**config.mk**
```make
export PLATFORM = sky130hd
export DESIGN_NAME = fdiv_seq
export DESIGN_NICKNAME = d
export VERILOG_FILES = /design/src/rtl/fdiv_seq.sv
export SDC_FILE = /design/constraint.sdc
export NUM_CORES = 1
export LEC_CHECK = 0
export CORE_ASPECT_RATIO = 1.25
export CORE_MARGIN = 2
export CORE_UTILIZATION = 52
export CTS_CLUSTER_SIZE = 16
export DETAILED_ROUTE_END_ITERATION = 10
export GPL_ROUTABILITY_DRIVEN = 0
export PLACE_DENSITY = 0.76
export RECOVER_POWER = 100
export SYNTH_ARGS = -nofsm -noshare
export SYNTH_HDL_FRONTEND = slang
export SYNTH_SLANG_ARGS = --single-unit
```
**constraint.sdc**
```tcl
create_clock -name clk -period 11.3 [get_ports clk]
set_input_delay 1.695 -clock clk [delete_from_list [all_inputs] [get_ports clk]]
set_output_delay 1.695 -clock clk [all_outputs]
set_load 0.05 [all_outputs]
```
**src/rtl/fdiv_seq.sv**
```systemverilog
// fdiv_seq: sequential binary32 divider, d = s / t.
// Bit-serial restoring divide of the significands (26 quotient bits), then
// round-to-nearest-even and exponent range checks. Denormals flush to zero.
//
// state | meaning
// ------+-----------------------------------------------------------
// IDLE  | ready=1, waiting for req; operands latched on accept
// DIV   | one restoring-divide iteration per cycle, 26 in total
// ROUND | normalise, round, resolve special cases, pulse done
module fdiv_seq (
  input  logic        clk,
  input  logic        rstn,
  input  logic        req,
  input  logic [31:0] s,
  input  logic [31:0] t,
  output logic        ready,
  output logic        done,
  output logic [31:0] d,
  output logic        overflow,
  output logic        underflow,
  output logic        div_by_zero
);

  typedef enum logic [1:0] {IDLE, DIV, ROUND} state_t;

  state_t      state_q, state_d;
  logic [4:0]  cnt_q, cnt_d;
  logic [31:0] s_q, s_d, t_q, t_d;
  logic [24:0] r_q, r_d;
  logic [25:0] q_q, q_d;
  logic        done_q, done_d;
  logic [31:0] d_q, d_d;
  logic        ovf_q, ovf_d, unf_q, unf_d, dbz_q, dbz_d;

  logic        s_zero, s_inf, s_nan, t_zero, t_inf, t_nan, sign;
  logic [24:0] dvs, r_sub, r_next;
  logic        q_bit;
  logic [22:0] mant;
  logic        guard, rnd, sticky, up, adj;
  logic [23:0] mant_r;
  logic [9:0]  exp_r;

  assign s_zero = (s_q[30:23] == 8'd0);
  assign s_inf  = (s_q[30:23] == 8'hFF) && (s_q[22:0] == 23'd0);
  assign s_nan  = (s_q[30:23] == 8'hFF) && (s_q[22:0] != 23'd0);
  assign t_zero = (t_q[30:23] == 8'd0);
  assign t_inf  = (t_q[30:23] == 8'hFF) && (t_q[22:0] == 23'd0);
  assign t_nan  = (t_q[30:23] == 8'hFF) && (t_q[22:0] != 23'd0);
  assign sign   = s_q[31] ^ t_q[31];

  assign ready       = (state_q == IDLE);
  assign done        = done_q;
  assign d           = d_q;
  assign overflow    = ovf_q;
  assign underflow   = unf_q;
  assign div_by_zero = dbz_q;

  // One restoring step: remainder stays below 2*divisor so 25 bits suffice.
  always_comb begin
    dvs    = {2'b01, t_q[22:0]};
    q_bit  = (r_q >= dvs);
    r_sub  = q_bit ? (r_q - dvs) : r_q;
    r_next = {r_sub[23:0], 1'b0};
  end

  // Normalise the 26-bit quotient, round to nearest even, form the exponent.
  always_comb begin
    mant  = q_q[23:1];
    guard = q_q[0];
    rnd   = 1'b0;
    adj   = 1'b1;
    if (q_q[25]) begin
      mant  = q_q[24:2];
      guard = q_q[1];
      rnd   = q_q[0];
      adj   = 1'b0;
    end
    sticky = |r_q;
    up     = guard & (rnd | sticky | mant[0]);
    mant_r = {1'b0, mant} + {23'd0, up};
    // 10-bit two's complement; bit 9 set means the result went negative.
    exp_r  = {2'b00, s_q[30:23]} - {2'b00, t_q[30:23]} + 10'd127
             - {9'd0, adj} + {9'd0, mant_r[23]};
  end

  // Next-state, datapath loads and result selection.
  always_comb begin
    state_d = state_q;
    cnt_d   = cnt_q;
    s_d     = s_q;
    t_d     = t_q;
    r_d     = r_q;
    q_d     = q_q;
    done_d  = 1'b0;
    d_d     = d_q;
    ovf_d   = ovf_q;
    unf_d   = unf_q;
    dbz_d   = dbz_q;
    case (state_q)
      IDLE: begin
        if (req) begin
          state_d = DIV;
          cnt_d   = 5'd25;
          s_d     = s;
          t_d     = t;
          r_d     = {2'b01, s[22:0]};
          q_d     = '0;
        end
      end
      DIV: begin
        r_d = r_next;
        q_d = {q_q[24:0], q_bit};
        if (cnt_q == 5'd0) state_d = ROUND;
        else               cnt_d   = cnt_q - 5'd1;
      end
      ROUND: begin
        state_d = IDLE;
        done_d  = 1'b1;
        ovf_d   = 1'b0;
        unf_d   = 1'b0;
        dbz_d   = 1'b0;
        if (s_nan) begin
          d_d = {s_q[31], 8'hFF, 1'b1, s_q[21:0]};
        end else if (t_nan) begin
          d_d = {t_q[31], 8'hFF, 1'b1, t_q[21:0]};
        end else if ((s_inf && t_inf) || (s_zero && t_zero)) begin
          d_d = 32'h7FC0_0000;
        end else if (s_inf || t_zero) begin
          d_d   = {sign, 8'hFF, 23'd0};
          dbz_d = ~s_inf;
        end else if (s_zero || t_inf) begin
          d_d = {sign, 31'd0};
        end else if (!exp_r[9] && (exp_r >= 10'd255)) begin
          d_d   = {sign, 8'hFF, 23'd0};
          ovf_d = 1'b1;
        end else if (exp_r[9] || (exp_r == 10'd0)) begin
          d_d   = {sign, 31'd0};
          unf_d = 1'b1;
        end else begin
          d_d = {sign, exp_r[7:0], mant_r[22:0]};
        end
      end
      default: state_d = IDLE;
    endcase
  end

  // State and datapath registers; reset aborts any operation in flight.
  always_ff @(posedge clk or negedge rstn) begin
    if (!rstn) begin
      state_q <= IDLE;
      cnt_q   <= '0;
      s_q     <= '0;
      t_q     <= '0;
      r_q     <= '0;
      q_q     <= '0;
      done_q  <= 1'b0;
      d_q     <= '0;
      ovf_q   <= 1'b0;
      unf_q   <= 1'b0;
      dbz_q   <= 1'b0;
    end else begin
      state_q <= state_d;
      cnt_q   <= cnt_d;
      s_q     <= s_d;
      t_q     <= t_d;
      r_q     <= r_d;
      q_q     <= q_d;
      done_q  <= done_d;
      d_q     <= d_d;
      ovf_q   <= ovf_d;
      unf_q   <= unf_d;
      dbz_q   <= dbz_d;
    end
  end

endmodule

```
==> impl_table.tex <==
\begin{tabular}{lr}
\hline
Metric & Value \\
\hline
\multicolumn{2}{l}{\textbf{Drt}} \\
\quad 1st-pass router iterations & 5 \\
\quad Residual DRC count & 0 \\
\quad DRC marker count from the first detailed-route iteration & 940 \\
\quad Wire length per cell after detailed routing & roughly 18 um \\
\quad Sum of routed wire length over all layers & slightly below 30 mm \\
\quad Via count & approximately 9500 \\
\quad Detailed-route vias per instance & roughly 6 \\
\quad Antenna violation net count after detailed routing & 0 \\
\multicolumn{2}{l}{\textbf{Placed design}} \\
\quad HPWL reported at the end of detailed placement & approximately 21 mm \\
\quad Number of buffers added on ports & a little over 100 \\
\multicolumn{2}{l}{\textbf{STA}} \\
\quad Number of hold-slack violations in the final timing report & 0 \\
\quad Period Utilization, post-route & a little over three fifths \\
\quad Final setup TNS & 0 ns \\
\quad Shortest period the worst path allows & 7.10 ns \\
\quad Max transition margin & -213\% \\
\quad Number of pins exceeding their max-slew limit in the final report & 329 \\
\quad Maximum clock frequency & $\sim$0.14 GHz \\
\quad Skew final & between 0.015 and 0.02 ns \\
\quad Slew at the pin closest to its max-slew limit & 4.69 ns \\
\quad Number of endpoints failing setup at the final stage & 0 \\
\quad RSZ-0062 raised after global routing & false \\
\multicolumn{2}{l}{\textbf{Finish}} \\
\quad Layout cells sized above 1 & $\sim$4.7\% \\
\quad Antenna diode count & 0 \\
\quad Post-synthesis to final-layout area growth & 17.0\% \\
\quad Final Net Count & approximately 1400 \\
\multicolumn{2}{l}{\textbf{Outcome}} \\
\quad Result of the run & complete, but fails checks \\
\quad Failing checks & capacitance limit, slew limit \\
\multicolumn{2}{l}{\textbf{Floorplanning}} \\
\quad Row count & 57 \\
\quad Die Span X & $\sim$130 um \\
\quad Initial cell density of the core & between 50\% and 60\% \\
\quad Count of boundary I/O pins & between 100 and 150 \\
\quad Die boundary height & between 150 and 200 um \\
\quad Die outline area & between 20000 and 25000 um\^{}2 \\
\quad Floorplan core area & roughly 19000 um\^{}2 \\
\multicolumn{2}{l}{\textbf{Yosys}} \\
\quad Post-synthesis average cell area & just over 8 um\^{}2 \\
\quad Number of nets produced by synthesis & 1345 \\
\quad Flip-flop and latch count after synthesis & between 150 and 200 \\
\quad Yosys warns & 0 \\
\quad Sequential share of the synthesized area & roughly 39\% \\
\quad Top flip-flop cell by instance count after synthesis & sky130\_fd\_sc\_hd\_\_dfrtp\_1 \\
\quad Post-Synthesis Cells & about 1200 \\
\quad Count of cell types in the netlist & 76 \\
\quad Post-synth EDFFs & 0 \\
\quad Cell area after technology mapping & 10200 um\^{}2 \\
\quad Library cell occupying the most area in the post-synthesis netlist & sky130\_fd\_sc\_hd\_\_dfrtp\_1 \\
\quad Async SR Flop Fraction & 100\% \\
\quad Area share of the largest cell type after synthesis & 38.7\% \\
\quad Cells taking the most area after synthesis & sky130\_fd\_sc\_hd\_\_dfrtp\_1 39\%, sky130\_fd\_sc\_hd\_\_nand2\_1 9.6\%, sky130\_fd\_sc\_hd\_\_o21ai\_0 5.1\% \\
\multicolumn{2}{l}{\textbf{Worst setup path}} \\
\quad Worst setup path start & req \\
\quad Required time at the worst-slack endpoint & $\sim$12 ns \\
\quad Critical path data arrival time & about 7.5 ns \\
\quad Startpoint types & input pin \\
\quad Critical R2R Launch & q\_q[25] \\
\quad Crit Path Category & in2reg \\
\quad Peak fanout along the critical path & 102 \\
\quad Type of element capturing the critical path & register \\
\multicolumn{2}{l}{\textbf{Clock tree}} \\
\quad Total setup buffers inserted after CTS & 0 \\
\quad Clock buffer count from CTS & 17 \\
\quad Clock tree sinks & about 160 \\
\quad Insertion delay of the later-clocked pin in the worst-skew pair & $\sim$0.44 ns \\
\quad CTS HTree Levels & 4 \\
\quad CTS max path bufs & 2 \\
\quad Clock Tree Root & sky130\_fd\_sc\_hd\_\_clkbuf\_16 \\
\quad Post-CTS clock slew at the launch and capture registers of the worst setup and hold paths & 0.07 ns \\
\quad Quantity of hold-fixing buffers added after cts & 0 \\
\quad Number of instances resized during post-cts repair & 0 \\
\quad TritonCTS clock tree & built \\
\multicolumn{2}{l}{\textbf{GRT}} \\
\quad Total gr overflow & 0 \\
\quad Global-route track usage on met3 & about 4.5\% \\
\quad Largest net degree at the start of global routing & 103 \\
\quad Grt peak-use layer & met2 \\
\quad Wire length of the first global-routing pass & 46.8 mm \\
\quad Met1 layer usage reported by global route & 39.9\% \\
\quad Antenna violations before repair & 0 \\
\quad Met2 usage in global routing & between 40 and 50\% \\
\quad Number of global-route vias before repair & about 9000 \\
\quad Global Route Usage Sum & 28.6\% \\
\multicolumn{2}{l}{\textbf{Hold path}} \\
\quad Class of the most critical hold timing path & reg2reg \\
\quad Hold path start & s\_q[22] \\
\multicolumn{2}{l}{\textbf{Job}} \\
\quad \# Max-Cap Violations & 5 \\
\hline
\end{tabular}
-- cell usage after synthesis, drive strengths merged (27+ instances only) --
cell	n
nand3	40
dfrtp	158
nor4	27
clkbuf	43
xnor2	31
xor2	30
nor2	50
inv	69
nand2	261
a21oi	61
ha	41
o21ai	106
-- worst max-delay path, cell delays in order --
cell and delay, ns:
sky130_fd_sc_hd__dlygate4sd3_1 0.53, sky130_fd_sc_hd__and2_0 1.32, sky130_fd_sc_hd__clkbuf_1 3.03, sky130_fd_sc_hd__nand2_1 0.38, sky130_fd_sc_hd__and3_1 0.33, sky130_fd_sc_hd__a31oi_1 0.13
-- registers in the layout, indices dropped and copies added, names as in the netlist --
| register | flops |
|---|---|
| d | 32 |
| s_q | 32 |
| t_q | 32 |
| q_q | 26 |
| r_q | 25 |
| cnt_q | 5 |
| state_q | 2 |
| div_by_zero | 1 |
| done | 1 |
| overflow | 1 |
| underflow | 1 |
-- layout make-up --
| type | instances | area, um^2 |
|---|---|---|
| Clock buffer | 17 | 425 |
| Clock inverter | 15 | 178 |
| Fill cell | 1721 | 7440 |
| Inverter | 70 | 263 |
| Multi-Input combinational cell | 936 | 5720 |
| Sequential cell | 158 | 3950 |
| Tap cell | 265 | 332 |
| Timing Repair Buffer | 115 | 1100 |
-- cell families (layout without fill, tap and decap cells) --
| logic type | count (synthesis) | in the layout | synth area share, % |
|---|---|---|---|
| AND/OR/NAND/NOR | 490 | 490 | 22.6 |
| XOR/XNOR | 61 | 61 | 5.22 |
| buffers and inverters | 139 | 217 | 5.44 |
| flip-flops | 158 | 158 | 38.7 |
| adder cells (fa/ha/maj) | 45 | 45 | 5.80 |
| AO/OA/AOI/OAI | 314 | 314 | 19.7 |
| multiplexers | 26 | 26 | 2.57 |
-- final timing paths --
path / end / slack, ns / depth (start not counted)
worst min register to register: s_q[22] / 0.49 / 2
min in group asynchronous: d[27] / 2.94 / 1
worst max-delay path: r_q[3] / 4.20 / 6
max in group asynchronous: s_q[14] / 5.60 / 2
worst min-delay path: s_q[22] / 0.49 / 2
worst max register to register: d[20] / 4.81 / 18
-- routing by layer --
metal | part of all wire [%] | up-vias
met5 | 0 | -
met1 | 43 | 4533
met4 | 2.7 | 0
li1 | - | 4504
met2 | 47 | 388
met3 | 6.8 | 49
-- cell usage in the layout, fill, tap and decap left out, types with 6 or more instances in the layout --
cell and instances:
sky130_fd_sc_hd__a21o_1 19, sky130_fd_sc_hd__a21oi_1 59, sky130_fd_sc_hd__a22oi_1 16, sky130_fd_sc_hd__a31oi_1 7, sky130_fd_sc_hd__and2_1 7, sky130_fd_sc_hd__and3_1 15
sky130_fd_sc_hd__buf_4 7, sky130_fd_sc_hd__clkbuf_1 6, sky130_fd_sc_hd__clkbuf_16 17, sky130_fd_sc_hd__clkdlybuf4s50_1 64, sky130_fd_sc_hd__clkinv_4 6, sky130_fd_sc_hd__dfrtp_1 158
sky130_fd_sc_hd__dlygate4sd3_1 38, sky130_fd_sc_hd__ha_1 41, sky130_fd_sc_hd__inv_1 69, sky130_fd_sc_hd__mux2i_1 24, sky130_fd_sc_hd__nand2_1 261, sky130_fd_sc_hd__nand2b_1 6
sky130_fd_sc_hd__nand3_1 40, sky130_fd_sc_hd__nand4_1 20, sky130_fd_sc_hd__nor2_1 49, sky130_fd_sc_hd__nor2b_1 8, sky130_fd_sc_hd__nor3_1 13, sky130_fd_sc_hd__nor4_1 26
sky130_fd_sc_hd__o211ai_1 13, sky130_fd_sc_hd__o21ai_0 105, sky130_fd_sc_hd__o22ai_1 16, sky130_fd_sc_hd__o31ai_1 9, sky130_fd_sc_hd__o32ai_1 8, sky130_fd_sc_hd__or3_1 17
sky130_fd_sc_hd__xnor2_1 31, sky130_fd_sc_hd__xor2_1 30
-- through the flow --
| stage | cell area [um^2] | util (%) | std cells | hold slack (ns) | setup slack (ns) |
|---|---|---|---|---|---|
| final | 12000 | 61.7 | 1576 | 0.488 | 4.20 |
| after floorplan | 10200 | - | 1233 | 0.447 | 7.02 |
| after global placement | 11400 | 58.8 | 1544 | 0.461 | 6.32 |
| after detailed placement | 11400 | 58.8 | 1544 | 0.474 | 6.14 |
| after CTS | 12000 | 61.9 | 1576 | 0.489 | 6.11 |
| after global routing | 12000 | 61.7 | 1576 | 0.528 | 3.57 |
Power is left out: the tool's default activity adds up to more than one toggle a clock period on the data nets, which glitch-free logic cannot reach.
